--- config.mk ---
export PLATFORM = sky130hd
export DESIGN_NAME = jt49_vol_sched
export DESIGN_NICKNAME = d
export VERILOG_FILES = /design/src/rtl/jt49_vol_sched.sv
export SDC_FILE = /design/constraint.sdc
export NUM_CORES = 1
export LEC_CHECK = 0
export CORE_ASPECT_RATIO = 1.25
export CORE_MARGIN = 5
export CORE_UTILIZATION = 54
export DETAILED_ROUTE_END_ITERATION = 7
export DONT_BUFFER_PORTS = 1
export GPL_TIMING_DRIVEN = 0
export PLACE_DENSITY = 0.69
export SYNTH_ARGS = -nofsm -noshare
export SYNTH_HDL_FRONTEND = slang
export SYNTH_SLANG_ARGS = --single-unit
--- constraint.sdc ---
create_clock -name clk -period 6.42 [get_ports clk]
set_input_delay 0.321 -clock clk [delete_from_list [all_inputs] [get_ports clk]]
set_output_delay 0.321 -clock clk [all_outputs]
set_load 0.005 [all_outputs]
--- src/rtl/jt49_vol_sched.sv ---
// jt49_vol_sched: shares one external 5-bit log-to-linear table among the
// three PSG channels. A sample request latches the gated levels. The block
// then looks up A, B and C on successive cen ticks and sums them. It
// publishes all four results together with a one-clk valid pulse.
// Optional: define JT49_VOL_SCHED_OVR_EN to build the sticky overrun flag
// (request seen while busy); otherwise overrun is tied low.
module jt49_vol_sched #(
    parameter int MIXW = 10
) (
    input  logic            clk,
    input  logic            rst,
    input  logic            cen,
    input  logic            sample_req,
    input  logic [4:0]      vol_a,
    input  logic [4:0]      vol_b,
    input  logic [4:0]      vol_c,
    input  logic            en_a,
    input  logic            en_b,
    input  logic            en_c,
    output logic [4:0]      exp_din,
    input  logic [7:0]      exp_dout,
    output logic [7:0]      dout_a,
    output logic [7:0]      dout_b,
    output logic [7:0]      dout_c,
    output logic [MIXW-1:0] mix,
    output logic            valid,
    output logic            busy,
    output logic            overrun,
    input  logic            ovr_clr
);

    typedef enum logic [2:0] {IDLE, LK_A, LK_B, LK_C, DONE} state_t;

    state_t     state_q, state_d;
    logic [4:0] lvl_a_q, lvl_a_d, lvl_b_q, lvl_b_d, lvl_c_q, lvl_c_d;
    logic [7:0] tmp_a_q, tmp_a_d, tmp_b_q, tmp_b_d, tmp_c_q, tmp_c_d;
    logic [9:0] acc_q, acc_d;
    logic [4:0] exp_din_q, exp_din_d;
    logic [7:0] dout_a_q, dout_a_d, dout_b_q, dout_b_d, dout_c_q, dout_c_d;
    logic [9:0] mix_q, mix_d;
    logic       valid_d, valid_q;

    // Next-state and datapath: every register holds unless cen, except valid,
    // which drops on the following clk so the pulse is never stretched.
    always_comb begin
        state_d   = state_q;
        lvl_a_d   = lvl_a_q;
        lvl_b_d   = lvl_b_q;
        lvl_c_d   = lvl_c_q;
        tmp_a_d   = tmp_a_q;
        tmp_b_d   = tmp_b_q;
        tmp_c_d   = tmp_c_q;
        acc_d     = acc_q;
        exp_din_d = exp_din_q;
        dout_a_d  = dout_a_q;
        dout_b_d  = dout_b_q;
        dout_c_d  = dout_c_q;
        mix_d     = mix_q;
        valid_d   = 1'b0;
        if (cen) begin
            case (state_q)
                IDLE: begin
                    if (sample_req) begin
                        lvl_a_d   = en_a ? vol_a : 5'd0;
                        lvl_b_d   = en_b ? vol_b : 5'd0;
                        lvl_c_d   = en_c ? vol_c : 5'd0;
                        acc_d     = 10'd0;
                        // the index for A is presented as soon as LK_A begins
                        exp_din_d = en_a ? vol_a : 5'd0;
                        state_d   = LK_A;
                    end
                end
                LK_A: begin
                    tmp_a_d   = exp_dout;
                    acc_d     = acc_q + {2'b00, exp_dout};
                    exp_din_d = lvl_b_q;
                    state_d   = LK_B;
                end
                LK_B: begin
                    tmp_b_d   = exp_dout;
                    acc_d     = acc_q + {2'b00, exp_dout};
                    exp_din_d = lvl_c_q;
                    state_d   = LK_C;
                end
                LK_C: begin
                    tmp_c_d   = exp_dout;
                    acc_d     = acc_q + {2'b00, exp_dout};
                    exp_din_d = 5'd0;
                    state_d   = DONE;
                end
                DONE: begin
                    dout_a_d = tmp_a_q;
                    dout_b_d = tmp_b_q;
                    dout_c_d = tmp_c_q;
                    mix_d    = acc_q;
                    valid_d  = 1'b1;
                    state_d  = IDLE;
                end
                default: state_d = IDLE;
            endcase
        end
    end

    // State and datapath registers
    always_ff @(posedge clk or posedge rst) begin
        if (rst) begin
            state_q   <= IDLE;
            lvl_a_q   <= '0;
            lvl_b_q   <= '0;
            lvl_c_q   <= '0;
            tmp_a_q   <= '0;
            tmp_b_q   <= '0;
            tmp_c_q   <= '0;
            acc_q     <= '0;
            exp_din_q <= '0;
            dout_a_q  <= '0;
            dout_b_q  <= '0;
            dout_c_q  <= '0;
            mix_q     <= '0;
            valid_q   <= 1'b0;
        end else begin
            state_q   <= state_d;
            lvl_a_q   <= lvl_a_d;
            lvl_b_q   <= lvl_b_d;
            lvl_c_q   <= lvl_c_d;
            tmp_a_q   <= tmp_a_d;
            tmp_b_q   <= tmp_b_d;
            tmp_c_q   <= tmp_c_d;
            acc_q     <= acc_d;
            exp_din_q <= exp_din_d;
            dout_a_q  <= dout_a_d;
            dout_b_q  <= dout_b_d;
            dout_c_q  <= dout_c_d;
            mix_q     <= mix_d;
            valid_q   <= valid_d;
        end
    end

    assign exp_din = exp_din_q;
    assign dout_a  = dout_a_q;
    assign dout_b  = dout_b_q;
    assign dout_c  = dout_c_q;
    assign mix     = MIXW'(mix_q);
    assign valid   = valid_q;
    assign busy    = (state_q != IDLE);

`ifdef JT49_VOL_SCHED_OVR_EN
    logic ovr_q, ovr_d;

    // Sticky overrun: a request while busy sets it, ovr_clr clears it, set wins
    always_comb begin
        ovr_d = ovr_q;
        if (ovr_clr) ovr_d = 1'b0;
        if (cen && sample_req && (state_q != IDLE)) ovr_d = 1'b1;
    end

    // Overrun register
    always_ff @(posedge clk or posedge rst) begin
        if (rst) ovr_q <= 1'b0;
        else     ovr_q <= ovr_d;
    end

    assign overrun = ovr_q;
`else
    logic ovr_clr_unused;
    assign ovr_clr_unused = ovr_clr;
    assign overrun        = 1'b0;
`endif

endmodule
==> out/metrics.cfg, run 1 <==
[timing]
finalCritPeriodShare_pct=34.06
worst_slack_ns=4.233
finalSetupViolations=0
max-slew-margin-rel_pct=66.47
clock.fmax_ghz=0.4573
final.setup.tns_ns=0
worst_slew_pin_slew_ns=0.5024
hold_slack_ns=0.06084
final.min_clock_period_ns=2.187
fin_skew_ns=0.009460
hold_viol_final=0
rsz0062_at_grt=no
drv_slew=0

[place]
placed_cells=392
place_area_um2=3943
port_buffers=0
hpwl_mm=5.331
pre_cts_ws_ns=4.267
gp_congestion=0.7968

[clock_tree]
cts_buffers=9
h-tree-depth=3
cts_setup_buffers=0
clk_pin_slew_ns=0.09
cts_tree=built
cts_resized=0
ctsHoldBuffers=1
clkLatencyLatePin_ns=0.35
cts_sinks=87
cts_buffer_depth=2
cts_root_buffer=clkbuf_8

[floorplan]
rows=34
initial_utilization_pct=55.14
die_width_um=85.03
core_um2=6892
die_h_um=103.8
fp.dieArea_um2=8825
io-pin-count=73

[global_route]
grt_overflow=0
grt_max_degree=64
grt_pass1_wl_mm=12.08
grt_use_total_pct=17.39
grt_pass1_vias=2319
antenna_found_initial=0

[drt]
vias=2292
antenna_left=0
drtIter0Drc=79
first_pass_iters=4
drt_wl_total_mm=7.217
drcViolationCount=0
avgViaCountPerCell=5.604
wl_per_cell_um=17.65

[synthesis]
synth.area.top_cells=dfrtp_1 (57%), mux2_2 (17%), nand2_1 (3.4%)
synth_top_area_share_pct=57.29
synth_ff_type=dfrtp_1
async_flop_share_pct=100.0
synth_most_common_cell=dfrtp_1
synthesis.nets=341
synth_cell_types=39
synthCells=301
ys_seq_area_share_pct=57.29
avgSynthCellArea_um2=12.62
synth-seq-cells=87
syn_area_um2=3800
synth_top_area_cell=dfrtp_1
yosysWarnings=0
synth.top_cells.by_count=dfrtp_1 (87), mux2_2 (58), nand2_1 (34)
synth_edf_count=0

[worst_setup_path]
start_kind=register
crit_fanout=3
cp.arrival_ns=2.46
cp.required_ns=6.69
startpoint=acc_q[0]
r2r_cells=7
rr_startpoint=acc_q[0]
r2r_setup_slack_ns=4.23
worstSetupPathType=reg2reg
rr_endpoint=acc_q[8]
critPathCaptureType=register

[power_and_ir_drop]
peakVddDrop_mv=0.2452
p_comb_share_pct=30.2
p_sw_uw=623.3
swShare_pct=32.73
power_density_nw_per_um2=458.3
pwr-share-seq_pct=49.9
power_leakage_nw=1.933
p_int_mw=1.281
finalPower_mw=1.904
pwr-share-clk_pct=19.9

[outcome]
outcome=finished, final reports clean

[cells_and_area]
final_core_util_pct=60.29
drive_gt1_share_pct=29.47
stdcell_area_um2=4155
syn_to_final_growth_pct=9.351
stdcell_count=409
antennaDiodeCount=0
nets=354

[worst_hold_path]
whs_path_depth=1
holdPathEnd=state_q[0]
hp-start=cen
worstHoldPathType=in2reg

[run]
drv_cap=0

-- how the worst max path moves through the flow --
stage / cells after the start / endpoint / slack, ns
floorplan: 1 / acc_q[0] / 3.85
global placement: 1 / valid / 3.00
detailed placement: 7 / acc_q[8] / 4.27
CTS: 7 / acc_q[8] / 4.23
global route: 7 / acc_q[8] / 4.14
finish: 7 / acc_q[8] / 4.23
-- logic make-up after synthesis --
kind of cell	after synthesis	synth area share (%)
flops	87	57.29
compound gates	63	10.83
mux	61	17.98
simple gates	52	6.323
buf+inv	23	3.161
fa+ha+maj	9	3.161
xor+xnor	5	1.153
other cells	1	0.09869
-- layer usage --
layer / part of all wire, % / track usage [%] / wire length (um) / vias to the layer above
li1: - / - / - / 1080
met1: 40 / 21.13 / 2875 / 1144
met2: 51 / 28.56 / 3695 / 64
met3: 7.9 / 5.957 / 570 / 4
met4: 1.0 / 6.109 / 74 / 0
met5: 0 / 0 / 0 / -
-- critical path, stage by stage (launching register included) --
cell and delay (ns):
dfrtp_1 0.42, ha_1 0.22, fa_1 0.44, a211oi_1 0.26, o21bai_1 0.10, a21oi_1 0.28, a221o_1 0.22, mux2i_1 0.18
-- power groups by stage --
| stage | clock [mW] | combinational [mW] | sequential, mW |
|---|---|---|---|
| global placement | 0 | 0.553 | 0.958 |
| CTS | 0.392 | 0.582 | 0.957 |
| global route | 0.418 | 0.648 | 0.984 |
| floorplan | 0 | 0.486 | 0.910 |
| detailed placement | 0 | 0.578 | 0.969 |
| finish | 0.380 | 0.575 | 0.950 |
-- cell type report --
type                            count  area (um2)
Buffer                             15       90.09
Clock buffer                        9       123.9
Clock inverter                      7       78.83
Fill cell                         576        2736
Inverter                            8       32.53
Multi-Input combinational cell    191        1503
Sequential cell                    87        2177
Tap cell                           90       112.6
Timing Repair Buffer                2       37.54
-- flip-flops by register name, indices dropped and copies added (netlist names) --
name / flops
acc_q: 10
mix: 10
dout_a: 8
dout_b: 8
dout_c: 8
tmp_a_q: 8
tmp_b_q: 8
tmp_c_q: 8
exp_din: 5
lvl_b_q: 5
lvl_c_q: 5
state_q: 3
valid: 1
-- placed cells by master, fill, tap and decap left out, types with 2 or more instances in the layout --
cell type,n
clkbuf_1,3
a211oi_1,2
o21ai_0,23
a21o_1,5
a21oi_1,13
nor2_2,2
nand2b_1,6
nor2_1,2
clkinvlp_4,3
inv_1,7
nand2_1,34
buf_2,3
mux2i_1,3
xnor2_1,3
a22o_1,7
mux2_2,58
clkbuf_8,9
inv_6,2
buf_4,8
xor2_1,2
o31ai_1,4
ha_1,8
dfrtp_1,87
a21oi_2,2
Power figures use the tool's default switching activity.
==> run 2, diff against run 1 <==
--- a/config.mk
+++ b/config.mk
@@ -5,13 +5,14 @@
 export SDC_FILE = /design/constraint.sdc
 export NUM_CORES = 1
 export LEC_CHECK = 0
+export ABC_AREA = 1
 export CORE_ASPECT_RATIO = 1.25
 export CORE_MARGIN = 5
 export CORE_UTILIZATION = 54
 export DETAILED_ROUTE_END_ITERATION = 7
 export DONT_BUFFER_PORTS = 1
 export GPL_TIMING_DRIVEN = 0
-export PLACE_DENSITY = 0.69
+export PLACE_DENSITY = 0.72
 export SYNTH_ARGS = -nofsm -noshare
 export SYNTH_HDL_FRONTEND = slang
 export SYNTH_SLANG_ARGS = --single-unit
==> constraint.sdc (replaced) <==
create_clock -name clk -period 1.75 [get_ports clk]
set_input_delay 0.0875 -clock clk [delete_from_list [all_inputs] [get_ports clk]]
set_output_delay 0.0875 -clock clk [all_outputs]
set_load 0.005 [all_outputs]
==> out/metrics.cfg, run 2 <==
[outcome]
outcome=finished, final reports clean  ; unchanged

[timing]
worst_slew_pin_slew_ns=0.5463  ; was 0.5024 ns
rsz0062_at_grt=no  ; unchanged
finalSetupViolations=0  ; unchanged
worst_slack_ns=0.1489  ; was 4.233 ns
max-slew-margin-rel_pct=63.51  ; was 66.47%
final.setup.tns_ns=0  ; unchanged
fin_skew_ns=0.01100  ; was 0.009460 ns
final.min_clock_period_ns=1.601  ; was 2.187 ns
drv_slew=0  ; unchanged
finalCritPeriodShare_pct=91.49  ; was 34.06%
hold_viol_final=0  ; unchanged
clock.fmax_ghz=0.6246  ; was 0.4573 GHz

[power_and_ir_drop]
peakVddDrop_mv=0.7047  ; was 0.2452 mV
power_density_nw_per_um2=1620  ; was 458.3 nW/um2
power_leakage_nw=2.276  ; was 1.933 nW

[global_route]
antenna_found_initial=0  ; unchanged
grt_pass1_vias=3140  ; was 2319
grt_overflow=0  ; unchanged
grt_use_total_pct=20.61  ; was 17.39%
grt_max_degree=38  ; was 64
grt_pass1_wl_mm=14.72  ; was 12.08 mm

[floorplan]
core_um2=6934  ; was 6892 um2
die_h_um=104.0  ; was 103.8 um
die_width_um=85.17  ; was 85.03 um
io-pin-count=73  ; unchanged
initial_utilization_pct=55.00  ; was 55.14%
fp.dieArea_um2=8853  ; was 8825 um2
rows=34  ; unchanged

[place]
port_buffers=0  ; unchanged
hpwl_mm=6.175  ; was 5.331 mm
pre_cts_ws_ns=0.03628  ; was 4.267 ns
gp_congestion=0.8826  ; was 0.7968

[worst_setup_path]
crit_path_max_incr_delay_ns=0.39  ; was 0.44 ns
worstSetupPathType=reg2reg  ; unchanged
path_cells=ha_2 > fa_2 > nand2_1 > nand3_2 > nand3_1 > nand3_2 > a21oi_2 > nor2_1  ; was ha_1 > fa_1 > a211oi_1 > o21bai_1 > a21oi_1 > a221o_1 > mux2i_1
crit_fanout=3  ; unchanged
crit_buf_inv=0  ; unchanged
critPathCaptureType=register  ; unchanged
start_kind=register  ; unchanged
critPathSlowestCell=dfrtp_1  ; was fa_1
cp.required_ns=1.99  ; was 6.69 ns
cpMostUsedCell=nand3_2
crit_family=adder cells  ; was compound AO/OA/AOI/OAI gates
cp.arrival_ns=1.84  ; was 2.46 ns

[clock_tree]
cts_tree=built  ; unchanged
cts_root_buffer=clkbuf_8  ; unchanged
h-tree-depth=3  ; unchanged
cts_buffers=9  ; unchanged
clk_pin_slew_ns=0.09  ; about the same
cts_sinks=87  ; unchanged
clkLatencyLatePin_ns=0.35  ; about the same
cts_buffer_depth=2  ; unchanged
cts_setup_buffers=0  ; unchanged

[cells_and_area]
layout_commonest_cell=nand2_1  ; was dfrtp_1
drive_gt1_share_pct=10.53  ; was 29.47%
fill_cells=614  ; was 576
final_core_util_pct=63.55  ; was 60.29%
layout.cells.most_common_list=nand2_1 (161), dfrtp_1 (87), o21ai_0 (45), inv_1 (37), dlygate4sd3_1 (22)  ; was dfrtp_1 (87), mux2_2 (58), nand2_1 (34), o21ai_0 (23), a21oi_1 (13)
antennaDiodeCount=0  ; unchanged
syn_to_final_growth_pct=15.55  ; was 9.351%
nets=510  ; was 354

[synthesis]
synth_top_area_cell=dfrtp_1  ; unchanged
avgSynthCellArea_um2=8.767  ; was 12.62 um2
synthesis.nets=475  ; was 341
syn_area_um2=3814  ; was 3800 um2
synthCells=435  ; was 301
synth_most_common_cell=nand2_1  ; was dfrtp_1
synth.area.top_cells=dfrtp_1 (57%), nand2_1 (16%), o21ai_0 (6.0%)  ; was dfrtp_1 (57%), mux2_2 (17%), nand2_1 (3.4%)
synth_cell_types=29  ; was 39
synth_top_area_share_pct=57.09  ; was 57.29%
synth_ff_type=dfrtp_1  ; unchanged
synth-seq-cells=87  ; unchanged
synth.top_cells.by_count=nand2_1 (161), dfrtp_1 (87), o21ai_0 (46)  ; was dfrtp_1 (87), mux2_2 (58), nand2_1 (34)
synth_edf_count=0  ; unchanged
yosysWarnings=0  ; unchanged
ys_seq_area_share_pct=57.09  ; was 57.29%
async_flop_share_pct=100.0  ; unchanged

[drt]
drcViolationCount=0  ; unchanged
drtIter0Drc=113  ; was 79
antenna_left=0  ; unchanged
drt_wl_total_mm=8.442  ; was 7.217 mm
avgViaCountPerCell=5.335  ; was 5.604
first_pass_iters=4  ; unchanged
vias=3014  ; was 2292
wl_per_cell_um=14.94  ; was 17.65 um

[run]
drv_cap=0  ; unchanged

[worst_hold_path]
worstHoldPathType=in2reg  ; unchanged

[run 2: per-layer routing]
| layer | vias up | track usage (%) | routed length [um] |
|---|---|---|---|
| met2 | 106 | 35.33 | 4344 |
| li1 | 1450 | - | - |
| met3 | 19 | 6.101 | 533 |
| met1 | 1439 | 23.79 | 3307 |
| met4 | 0 | 8.258 | 257 |
| met5 | - | 0 | 0 |
[run 2: cells by family (layout without fill, tap and decap cells)]
group | Yosys count | count (layout) | synth area share [%]
fa+ha+maj | 9 | 9 | 3.150
compound gates | 71 | 71 | 9.777
buf+inv | 56 | 96 | 6.561
xor+xnor | 3 | 3 | 0.6891
flops | 87 | 87 | 57.09
other cells | 1 | 1 | 0.09833
simple gates | 208 | 208 | 22.64
[run 2: area by class of cell]
cell class	instances	area [um2]	area share, %
Buffer	14	92.59	2.101
Clock buffer	9	123.9	2.811
Clock inverter	7	70.07	1.590
Inverter	42	161.4	3.663
Multi-Input combinational cell	292	1409	31.97
Sequential cell	87	2177	49.40
Tap cell	90	112.6	2.555
Timing Repair Buffer	24	260.3	5.906
[run 2: final timing paths]
check                             endpoint  depth (start not counted)  slack (ns)        from
worst min register to register   dout_b[1]                          2        0.48  tmp_b_q[1]
worst min-delay path              acc_q[2]                          2        0.02         cen
worst max-delay path              acc_q[8]                          8        0.15    acc_q[0]
min in group asynchronous       lvl_c_q[2]                          2        0.26         rst
max in group asynchronous        dout_b[5]                          4        0.74         rst
worst max register to register    acc_q[8]                          8        0.15    acc_q[0]
[run 2: power by group]
part	switching (mW)	total [mW]	internal (mW)
logic	1.39	2.26	0.869
registers	0.610	3.49	2.88
clock network	0.726	1.39	0.663
[run 2: metrics by stage]
step                cell area, um2  hold slack [ns]  power, mW  instances
CTS                           4384          0.01087      7.149        565
detailed placement            3970          0.04425      5.710        527
global route                  4407          0.03081      7.790        565
global placement              3930           0.1916      5.589        525
finish                        4407          0.01893      7.138        565
floorplan                     3817           0.1839      5.114        435
[run 2: repair_timing]
action / 4_1_cts / 5_1_grt
gates resized for setup: 0 / 7
hold buffers: 22 / 0
setup endpoints to repair: 0 / 3
endpoints found under the hold margin: 61 / 0
